**config.mk**
```make
export PLATFORM = sky130hd
export DESIGN_NAME = hawk_axi_rd_arb
export DESIGN_NICKNAME = d
export VERILOG_FILES = /design/src/rtl/hawk_axi_rd_arb.sv
export SDC_FILE = /design/constraint.sdc
export NUM_CORES = 1
export LEC_CHECK = 0
export CAP_MARGIN = 15
export CORE_AREA = 4 4 552 554
export CTS_BUF_LIST = sky130_fd_sc_hd__clkbuf_8
export CTS_CLUSTER_DIAMETER = 30
export DETAILED_ROUTE_END_ITERATION = 6
export DIE_AREA = 0 0 556 558
export GPL_ROUTABILITY_DRIVEN = 0
export HOLD_SLACK_MARGIN = 0.12
export PLACE_DENSITY = 0.3
export SLEW_MARGIN = 15
export SYNTH_ARGS = -nofsm -noshare
export SYNTH_HDL_FRONTEND = slang
export SYNTH_SLANG_ARGS = --single-unit
```
**constraint.sdc**
```tcl
create_clock -name clk_i -period 3.4 [get_ports clk_i]
set_input_delay 0.68 -clock clk_i [delete_from_list [all_inputs] [get_ports clk_i]]
set_output_delay 0.68 -clock clk_i [all_outputs]
set_load 0.01 [all_outputs]
```
**src/rtl/hawk_axi_rd_arb.sv**
```systemverilog
// rtl/hawk_axi_rd_arb.sv - round-robin arbiter sharing one AXI4 read master port
// One transaction outstanding; R channel routed to the granted requester; beat-count and stall checks.
module hawk_axi_rd_arb #(
   parameter int unsigned NUM_REQ     = 4,
   parameter int unsigned ADDR_W      = 64,
   parameter int unsigned DATA_W      = 512,
   parameter int unsigned RESP_W      = 2,
   parameter int unsigned TIMEOUT_CYC = 1023
) (
   input  logic                      clk_i,
   input  logic                      rst_ni,
   input  logic [NUM_REQ-1:0]        s_arvalid_i,
   input  logic [NUM_REQ*ADDR_W-1:0] s_araddr_i,
   input  logic [NUM_REQ*8-1:0]      s_arlen_i,
   output logic [NUM_REQ-1:0]        s_arready_o,
   output logic [NUM_REQ-1:0]        s_rvalid_o,
   input  logic [NUM_REQ-1:0]        s_rready_i,
   output logic [DATA_W-1:0]         s_rdata_o,
   output logic [RESP_W-1:0]         s_rresp_o,
   output logic                      s_rlast_o,
   output logic                      m_arvalid_o,
   output logic [ADDR_W-1:0]         m_araddr_o,
   output logic [7:0]                m_arlen_o,
   input  logic                      m_arready_i,
   input  logic                      m_rvalid_i,
   input  logic [DATA_W-1:0]         m_rdata_i,
   input  logic [RESP_W-1:0]         m_rresp_i,
   input  logic                      m_rlast_i,
   output logic                      m_rready_o,
   output logic                      busy_o,
   output logic [2:0]                gnt_id_o,
   output logic                      err_o,
   output logic [1:0]                err_code_o,
   output logic [1:0]                arb_state_o
);

   localparam int unsigned TMO_W = $clog2(TIMEOUT_CYC + 1);

   localparam logic [1:0] CODE_TIMEOUT = 2'd1;
   localparam logic [1:0] CODE_EARLY   = 2'd2;
   localparam logic [1:0] CODE_MISSING = 2'd3;

   typedef enum logic [1:0] {
      IDLE = 2'd0,
      ADDR = 2'd1,
      DATA = 2'd2,
      ERR  = 2'd3
   } state_t;

   state_t              state_q, state_d;
   logic [2:0]          gnt_q, gnt_d;
   logic [2:0]          rr_ptr_q, rr_ptr_d;
   logic [ADDR_W-1:0]   addr_q, addr_d;
   logic [7:0]          len_q, len_d;
   logic [7:0]          beat_q, beat_d;
   logic [TMO_W-1:0]    tmo_q, tmo_d;
   logic [1:0]          code_q, code_d;

   logic [2*NUM_REQ-1:0] req_dbl;
   logic [2*NUM_REQ-1:0] req_shift;
   logic [NUM_REQ-1:0]   req_rot;
   logic                 req_any;
   logic [3:0]           pick_off;
   logic [3:0]           pick_sum;
   logic [2:0]           pick;
   logic [3:0]           ptr_sum;
   logic [ADDR_W-1:0]    sel_addr;
   logic [7:0]           sel_len;
   logic [NUM_REQ-1:0]   gnt_oh;
   logic                 gnt_rready;
   logic                 r_hs;

   // Rotate requests so bit 0 is rr_ptr; the lowest set bit is then the round-robin winner.
   assign req_dbl   = {s_arvalid_i, s_arvalid_i};
   assign req_shift = req_dbl >> rr_ptr_q;
   assign req_rot   = req_shift[NUM_REQ-1:0];
   assign req_any   = |s_arvalid_i;

   always_comb begin
      pick_off = 4'd0;
      for (int k = NUM_REQ - 1; k >= 0; k--) begin
         if (req_rot[k]) begin
            pick_off = 4'(k);
         end
      end
      pick_sum = pick_off + {1'b0, rr_ptr_q};
      if (pick_sum >= 4'(NUM_REQ)) begin
         pick_sum = pick_sum - 4'(NUM_REQ);
      end
      pick = pick_sum[2:0];
      ptr_sum = {1'b0, pick} + 4'd1;
      if (ptr_sum >= 4'(NUM_REQ)) begin
         ptr_sum = 4'd0;
      end
   end

   always_comb begin
      sel_addr = '0;
      sel_len  = '0;
      for (int i = 0; i < NUM_REQ; i++) begin
         if (pick == 3'(i)) begin
            sel_addr = s_araddr_i[i*ADDR_W +: ADDR_W];
            sel_len  = s_arlen_i[i*8 +: 8];
         end
      end
   end

   assign gnt_oh     = {{(NUM_REQ-1){1'b0}}, 1'b1} << gnt_q;
   assign gnt_rready = |(s_rready_i & gnt_oh);
   assign r_hs       = m_rvalid_i && gnt_rready;

   always_comb begin
      state_d     = state_q;
      gnt_d       = gnt_q;
      rr_ptr_d    = rr_ptr_q;
      addr_d      = addr_q;
      len_d       = len_q;
      beat_d      = beat_q;
      tmo_d       = tmo_q;
      code_d      = code_q;
      m_arvalid_o = 1'b0;
      s_arready_o = '0;
      s_rvalid_o  = '0;
      m_rready_o  = 1'b0;
      case (state_q)
         IDLE: begin
            if (req_any) begin
               gnt_d    = pick;
               rr_ptr_d = ptr_sum[2:0];
               addr_d   = sel_addr;
               len_d    = sel_len;
               beat_d   = '0;
               tmo_d    = '0;
               state_d  = ADDR;
            end
         end
         ADDR: begin
            m_arvalid_o = 1'b1;
            if (m_arready_i) begin
               s_arready_o = gnt_oh;
               state_d     = DATA;
            end
         end
         DATA: begin
            s_rvalid_o = m_rvalid_i ? gnt_oh : '0;
            m_rready_o = gnt_rready;
            if (r_hs) begin
               beat_d = beat_q + 8'd1;
               tmo_d  = '0;
               if (beat_q == len_q) begin
                  if (m_rlast_i) begin
                     state_d = IDLE;
                  end else begin
                     state_d = ERR;
                     code_d  = CODE_MISSING;
                  end
               end else if (m_rlast_i) begin
                  state_d = ERR;
                  code_d  = CODE_EARLY;
               end
            end else if (tmo_q == TMO_W'(TIMEOUT_CYC)) begin
               state_d = ERR;
               code_d  = CODE_TIMEOUT;
            end else if (tmo_q != '1) begin
               tmo_d = tmo_q + 1'b1;
            end
         end
         ERR: begin
            // Terminal: keep draining stray beats so the interconnect never wedges.
            m_rready_o = 1'b1;
         end
         default: begin
            state_d = IDLE;
         end
      endcase
   end

   always_ff @(posedge clk_i or negedge rst_ni) begin
      if (!rst_ni) begin
         state_q  <= IDLE;
         gnt_q    <= '0;
         rr_ptr_q <= '0;
         addr_q   <= '0;
         len_q    <= '0;
         beat_q   <= '0;
         tmo_q    <= '0;
         code_q   <= '0;
      end else begin
         state_q  <= state_d;
         gnt_q    <= gnt_d;
         rr_ptr_q <= rr_ptr_d;
         addr_q   <= addr_d;
         len_q    <= len_d;
         beat_q   <= beat_d;
         tmo_q    <= tmo_d;
         code_q   <= code_d;
      end
   end

   assign m_araddr_o  = addr_q;
   assign m_arlen_o   = len_q;
   assign s_rdata_o   = m_rdata_i;
   assign s_rresp_o   = m_rresp_i;
   assign s_rlast_o   = m_rlast_i;
   assign busy_o      = (state_q != IDLE);
   assign gnt_id_o    = gnt_q;
   assign err_o       = (state_q == ERR);
   assign err_code_o  = code_q;
   assign arb_state_o = state_q;

endmodule
```
==> flow_summary.toml, run 1 <==
[run_status]
status = "finished with violations"
violations = "setup timing"

[floorplan]
start_util_pct = 3.453
die_h_um = 558
die-area_mm2 = 0.3102
num_rows = 201
die_x_um = 556
core_area_mm2 = 0.2995
ios = 1421

[critical_path]
arrival_ns = 4.44
cp-end-kind = "register"
cp-start-kind = "register"
ff2ff_setup_slack_ns = -0.51
slowest_delay_ns = 0.58
crit_family = "compound AO/OA/AOI/OAI gates"
reg2reg_from = "rr_ptr_q[0]$_DFFE_PN0P_"
path_common_cell = "buf_6"
path_cells = "mux2_4, buf_6, nor2_4, nand4b_1, o31ai_4, buf_6, fa_2, inv_4, ha_4, inv_2, a311oi_4, buf_6, buf_12, buf_12, a221o_1, o211ai_1, a21oi_1"
critPathMaxFanout = 8
required_ns = 3.93
worstSetupPathType = "reg -> reg"
crit_slowest_cell = "dfrtp_2"
r2r_cells = 17
r2r_end = "m_araddr_o[58]$_DFFE_PN0P_"
cp_num_buf_inv = 7

[clock_tree]
insertion_delay_ns = 0.66
cts_tree = "done"
clk_pin_slew_worst_paths_ns = 0.18
numCtsBuffers = 13
root_buffer = "clkbuf_8"
clockBufferDepth = 3
htreeDepth = 3
cts.sinks = 100

[global_route]
antenna_found_initial = 96
gr-total-overflow = 0
grt_usage_pct = 11.13
grt_pass1_wl_um = 202200
grt_pass1_vias = 9777
grt_max_degree = 75

[power_and_ir_drop]
power.internal_mw = 8.831
p_per_area_mw_per_mm2 = 1092
clockPowerShare_pct = 7.1
leakage_nw = 4.800
seqPwrFrac_pct = 12.5
p_switching_mw = 9.548
p_sw_share_pct = 51.95
vdd_drop_max_v = 0.0005859
comb_power_share_pct = 80.4

[synthesis]
synth_compound_area_share_pct = 22.05
syn_nets = 2065
synth_fa_ha_area_share_pct = 1.887
synth_mux_area_share_pct = 0.7138
synthCells = 1235
ys_seq_area_share_pct = 24.20
synth_top_family_by_area = "buffers and inverters"
syn_area_mm2 = 0.01034
synth_area_per_cell_um2 = 8.374
synth_edf_count = 0
synth_warnings = 0
ys_async_sr_fraction_pct = 100.0
synth-xor-area-share_pct = 1.948
synth_cell_types = 50
synth-seq-cells = 100
ys.flop_type = "dfrtp_1"
synth-simple-area-share_pct = 7.634

[timing]
finalHoldViolCount = 0
drv_slew = 0
max_freq_mhz = 255.8
worst_slack_ns = -0.5100
skew_ns = 0.07362
finalSetupTns_ns = -23.84
max_slew.worst_pin.slew_ns = 0.6935
setup_violations = 72
holdWs_ns = 0.5141
finalCritPeriodShare_pct = 115.0
slew-limit-headroom_pct = 53.77
rsz0062_at_grt = "true"
min_period_ns = 3.910

[placed_design]
portBuffers = 392
place_hpwl_um = 164400

[detailed_routing]
routed_wl_um = 180900
drcViolationCount = 0
vias_per_cell = 1.834
ant_nets = 0
drt_iter0_drc = 541
drt_first_pass_iters = 4
wl_per_cell_um = 35.14
num_vias = 9439

[finish]
utilization_pct = 5.618
mostFrequentLayoutCell = "clkdlybuf4s50_1"
fillers = 35290
layout_common_cells = "clkdlybuf4s50_1, a21oi_1, dfrtp_1"
nets = 2000
drive_above_1_share_pct = 15.36
syn2layout_area_growth_pct = 62.69

[hold_path]
hold_path.class = "in -> async"

[job]
cap_violations = 0
[per-stage QoR]
stage / setup slack [ns] / cells / instance area [um2] / total power [mW]
detailed placement: -1.568 / 5092 / 16060 / 16.48
global placement: -1.601 / 5092 / 16060 / 16.59
CTS: -0.5047 / 5121 / 16580 / 18.75
finish: -0.5100 / 5148 / 16830 / 18.38
floorplan: 0.01806 / 1235 / 10380 / 8.855
global route: -0.6272 / 5137 / 16800 / 19.86
[sequential cells by signal, indices dropped and copies added (netlist names)]
| signal | cells |
|---|---|
| tmo_q | 10 |
| rr_ptr_q | 3 |
| beat_q | 8 |
| m_araddr_o | 64 |
| err_code_o | 2 |
| m_arlen_o | 8 |
| arb_state_o | 2 |
| gnt_id_o | 3 |
[power by group through the flow]
stage	registers, mW	logic (mW)	clock network [mW]
after CTS	2.32	15.0	1.46
after detailed placement	2.33	14.1	0
after global placement	2.34	14.2	0
after floorplan	2.26	6.59	0
final	2.29	14.8	1.30
after global routing	2.37	16.0	1.45
[cells by family (layout without fill, tap and decap cells)]
| group | after synthesis | after routing |
|---|---|---|
| buffers and inverters | 600 | 537 |
| AO/OA/AOI/OAI | 322 | 322 |
| AND/OR/NAND/NOR | 169 | 169 |
| flip-flops | 100 | 100 |
| XOR/XNOR | 23 | 23 |
| adder cells (fa/ha/maj) | 15 | 15 |
| multiplexers | 6 | 6 |
| other | 0 | 18 |
[per-layer routing]
metal | track usage, % | part of all wire (%) | vias to the layer above
met5 | 0.6329 | 0.42 | -
met2 | 17.15 | 43 | 1164
li1 | - | - | 3671
met1 | 5.922 | 19 | 4040
met3 | 16.88 | 32 | 480
met4 | 5.172 | 5.3 | 84
[synthesized netlist by cell type, drive strengths merged (4+ instances only)]
cell type	n	share of area, %
o21ai	11	0.53
ha	14	1.7
xnor2	21	1.8
a21oi	149	7.6
nor2	96	3.5
nor4	6	0.36
nand3	11	0.53
nor4b	4	0.52
buf	550	40
inv	17	0.62
clkbuf	33	1.2
a221o	73	7.1
nand4	4	0.24
mux2i	4	0.39
dfrtp	100	24
nor3	6	0.29
nand2	22	0.80
and4	4	0.34
o211ai	72	5.2
[layout make-up]
class                           count  area (um2)  area share, %
Antenna cell                       18       45.04         0.2677
Clock inverter                      4       73.82         0.4387
Multi-Input combinational cell    535        3740          22.23
Clock buffer                       13       178.9          1.063
Timing Repair Buffer              503        5260          31.26
Sequential cell                   100        2505          14.89
Tap cell                         3958        4952          29.43
Inverter                           17       71.32         0.4239
[how the worst max path moves through the flow]
stage	start	endpoint	slack, ns	depth (start not counted)
floorplan	s_arvalid_i[2]	m_araddr_o[0]$_DFFE_PN0P_	0.02	14
global placement	s_arvalid_i[3]	m_araddr_o[8]$_DFFE_PN0P_	-1.60	15
detailed placement	s_arvalid_i[3]	m_araddr_o[2]$_DFFE_PN0P_	-1.57	16
CTS	rr_ptr_q[0]$_DFFE_PN0P_	m_araddr_o[2]$_DFFE_PN0P_	-0.50	16
global route	rr_ptr_q[0]$_DFFE_PN0P_	m_araddr_o[58]$_DFFE_PN0P_	-0.63	19
finish	rr_ptr_q[0]$_DFFE_PN0P_	m_araddr_o[58]$_DFFE_PN0P_	-0.51	17
[what timing repair did]
| item | CTS | global route |
|---|---|---|
| pin swaps | 20 | 34 |
| hold buffers | 1 | 0 |
| endpoints found under the setup margin | 77 | 75 |
| buffers inserted | 11 | 9 |
| gates resized for setup | 42 | 31 |
| endpoints found under the hold margin | 35 | 0 |
| gates cloned | 1 | 1 |
No activity file was read; power rests on OpenSTA's default activity.
==> run 2: changes to the inputs <==
CORE_AREA = 2 2 550 552   (was 4 4 552 554)
CTS_CLUSTER_SIZE = 16   (was unset)
DIE_AREA = 0 0 552 554   (was 0 0 556 558)
==> run 2 against run 1 <==
Compared with the run above:
- the run still ends with setup timing left
- first-iteration DRC count grew 6.5%
- highest routed layer unchanged
- clock skew down 0.017 ns
- worst hold slack better by 0.017 ns
- critical endpoint is now m_araddr_o[8]$_DFFE_PN0P_
- critical path depth is 1 higher
- largest power group unchanged
- core utilization is 0.098 points higher
- worst setup slack improved by 0.21 ns
- total power grew 3.2%
- maximum frequency grew 5.8%
- clock power is essentially flat
==> flow_summary.toml, run 2 (synthesized netlist as in run 1, its figures left out) <==
[clock_tree]
insertion_delay_ns = 0.65
cts_tree = "done"
numCtsBuffers = 13
cts.sinks = 100
clockBufferDepth = 3
root_buffer = "clkbuf_8"
htreeDepth = 3
clk_pin_slew_worst_paths_ns = 0.17

[timing]
drv_slew = 0
worst_slack_ns = -0.2957
rsz0062_at_grt = "true"
finalSetupTns_ns = -12.22
min_period_ns = 3.696
max_freq_mhz = 270.6
slew-limit-headroom_pct = 54.57
finalHoldViolCount = 0
skew_ns = 0.05684
setup_violations = 71
finalCritPeriodShare_pct = 108.7
max_slew.worst_pin.slew_ns = 0.6763

[critical_path]
cp_num_buf_inv = 7
cp-end-kind = "register"
path_cells = "buf_6, mux2i_2, nand2b_1, a21oi_2, o21bai_4, ha_4, fa_2, buf_6, inv_6, ha_4, a311oi_4, buf_12, buf_16, buf_4, a221o_1, buf_12, o211ai_1, a21oi_1"
critPathMaxFanout = 8
path_depth = 18
worstSetupPathType = "reg -> reg"
arrival_ns = 4.29
slowest_delay_ns = 0.56
required_ns = 4.00
crit_slowest_cell = "fa_2"
cp-start-kind = "register"
crit_family = "compound AO/OA/AOI/OAI gates"
r2r_cells = 18

[finish]
mostFrequentLayoutCell = "clkdlybuf4s50_1"
largest_reg_flops = 64
nets = 2016
syn2layout_area_growth_pct = 65.40
layout_common_cells = "clkdlybuf4s50_1, a21oi_1, dfrtp_1"
drive_above_1_share_pct = 16.18
utilization_pct = 5.716
postLayoutCellArea_mm2 = 0.01711
fillers = 35320

[global_route]
grt_max_degree = 43
grt_pass1_vias = 9636
antenna_found_initial = 81
grt_pass1_wl_um = 196900
grt_usage_pct = 10.97
gr-total-overflow = 0

[run_status]
status = "finished with violations"
violations = "setup timing"

[floorplan]
core_area_mm2 = 0.2993
ios = 1421
die_h_um = 554
num_rows = 201
start_util_pct = 3.456
die-area_mm2 = 0.3058
die_x_um = 552

[placed_design]
place_hpwl_um = 160000
placed_area_mm2 = 0.01622
portBuffers = 392

[power_and_ir_drop]
p_per_area_mw_per_mm2 = 1109
vdd_drop_max_v = 0.0006708
leakage_nw = 4.903

[hold_path]
hold_depth = 2
hold_path.class = "reg -> reg"

[detailed_routing]
wl_per_cell_um = 33.69
ant_nets = 0
routed_wl_um = 174000
num_vias = 9480
drcViolationCount = 0
drt_iter0_drc = 576
drt_first_pass_iters = 5
vias_per_cell = 1.836

[job]
cap_violations = 0
run 2: changes by cell type in the layout (fill, tap and decap cells not counted), sizes merged:
cell and change:
dlygate4sd2 -1, clkdlybuf4s50 -1, clkbuf +1, buf +19, bufbuf -1, dlymetal6s2s -1, inv -1, diode +1
run 2: power breakdown:
| part | internal [mW] | leakage (nW) | switching (mW) |
|---|---|---|---|
| logic | 7.32 | 3.59 | 8.10 |
| clock network | 0.509 | 0.126 | 0.791 |
| registers | 1.73 | 1.19 | 0.508 |
| total | 9.57 | 4.90 | 9.40 |
run 2: through the flow:
stage / cells / total power [mW] / hold WS [ns] / setup slack (ns)
finish: 5164 / 18.96 / 0.5309 / -0.2957
global route: 5151 / 20.40 / 0.5202 / -0.4788
CTS: 5140 / 19.40 / 0.4660 / -0.3995
detailed placement: 5102 / 16.37 / 0.5063 / -1.419
global placement: 5101 / 16.28 / 0.5055 / -1.476
floorplan: 1235 / 8.855 / 0.3844 / 0.01806
run 2: what timing repair did:
| item | CTS | global route |
|---|---|---|
| setup endpoints to repair | 75 | 72 |
| resized for setup | 59 | 15 |
| hold buffers | 1 | 0 |
| setup buffers | 19 | 6 |
| cloned | 2 | 2 |
| hold endpoints to repair | 40 | 0 |
| pin swaps | 21 | 36 |
run 2: worst paths after layout:
path / slack (ns) / endpoint / start
min in group asynchronous: 0.55 / err_code_o[0]$_DFFE_PN0P_ / rst_ni
max in group asynchronous: 1.91 / m_araddr_o[49]$_DFFE_PN0P_ / rst_ni
setup reg to reg: -0.30 / m_araddr_o[8]$_DFFE_PN0P_ / rr_ptr_q[0]$_DFFE_PN0P_
setup / recovery: -0.30 / m_araddr_o[8]$_DFFE_PN0P_ / rr_ptr_q[0]$_DFFE_PN0P_
hold reg to reg: 0.53 / m_araddr_o[47]$_DFFE_PN0P_ / m_araddr_o[47]$_DFFE_PN0P_
hold / removal: 0.53 / m_araddr_o[47]$_DFFE_PN0P_ / m_araddr_o[47]$_DFFE_PN0P_
run 2: area by class of cell:
class | instances | area, um2 | area share (%)
flip-flops and latches | 100 | 2505 | 14.64
well taps | 3958 | 4952 | 28.95
repair buffers | 519 | 5573 | 32.58
multi-input cells | 535 | 3710 | 21.69
inverters | 17 | 71.32 | 0.4169
clock buffers | 13 | 178.9 | 1.046
diodes | 19 | 47.55 | 0.2779
clock inverters | 3 | 68.82 | 0.4023
run 2: metal layers:
| layer | wire [um] | part of all wire, % | GRT usage, % |
|---|---|---|---|
| met4 | 8433 | 4.8 | 4.726 |
| met1 | 32940 | 19 | 5.919 |
| met2 | 75360 | 43 | 16.83 |
| met3 | 56870 | 33 | 16.82 |
| met5 | 401 | 0.23 | 0.1250 |
run 2: worst reg2reg max path, cell delays in order, from the launching register on:
cell and delay (ns):
dfrtp_2 0.47, buf_6 0.14, mux2i_2 0.19, nand2b_1 0.14, a21oi_2 0.04, o21bai_4 0.19
ha_4 0.17, fa_2 0.56, buf_6 0.12, inv_6 0.04, ha_4 0.16, a311oi_4 0.29
buf_12 0.18, buf_16 0.16, buf_4 0.19, a221o_1 0.19, buf_12 0.14, o211ai_1 0.12
a21oi_1 0.14
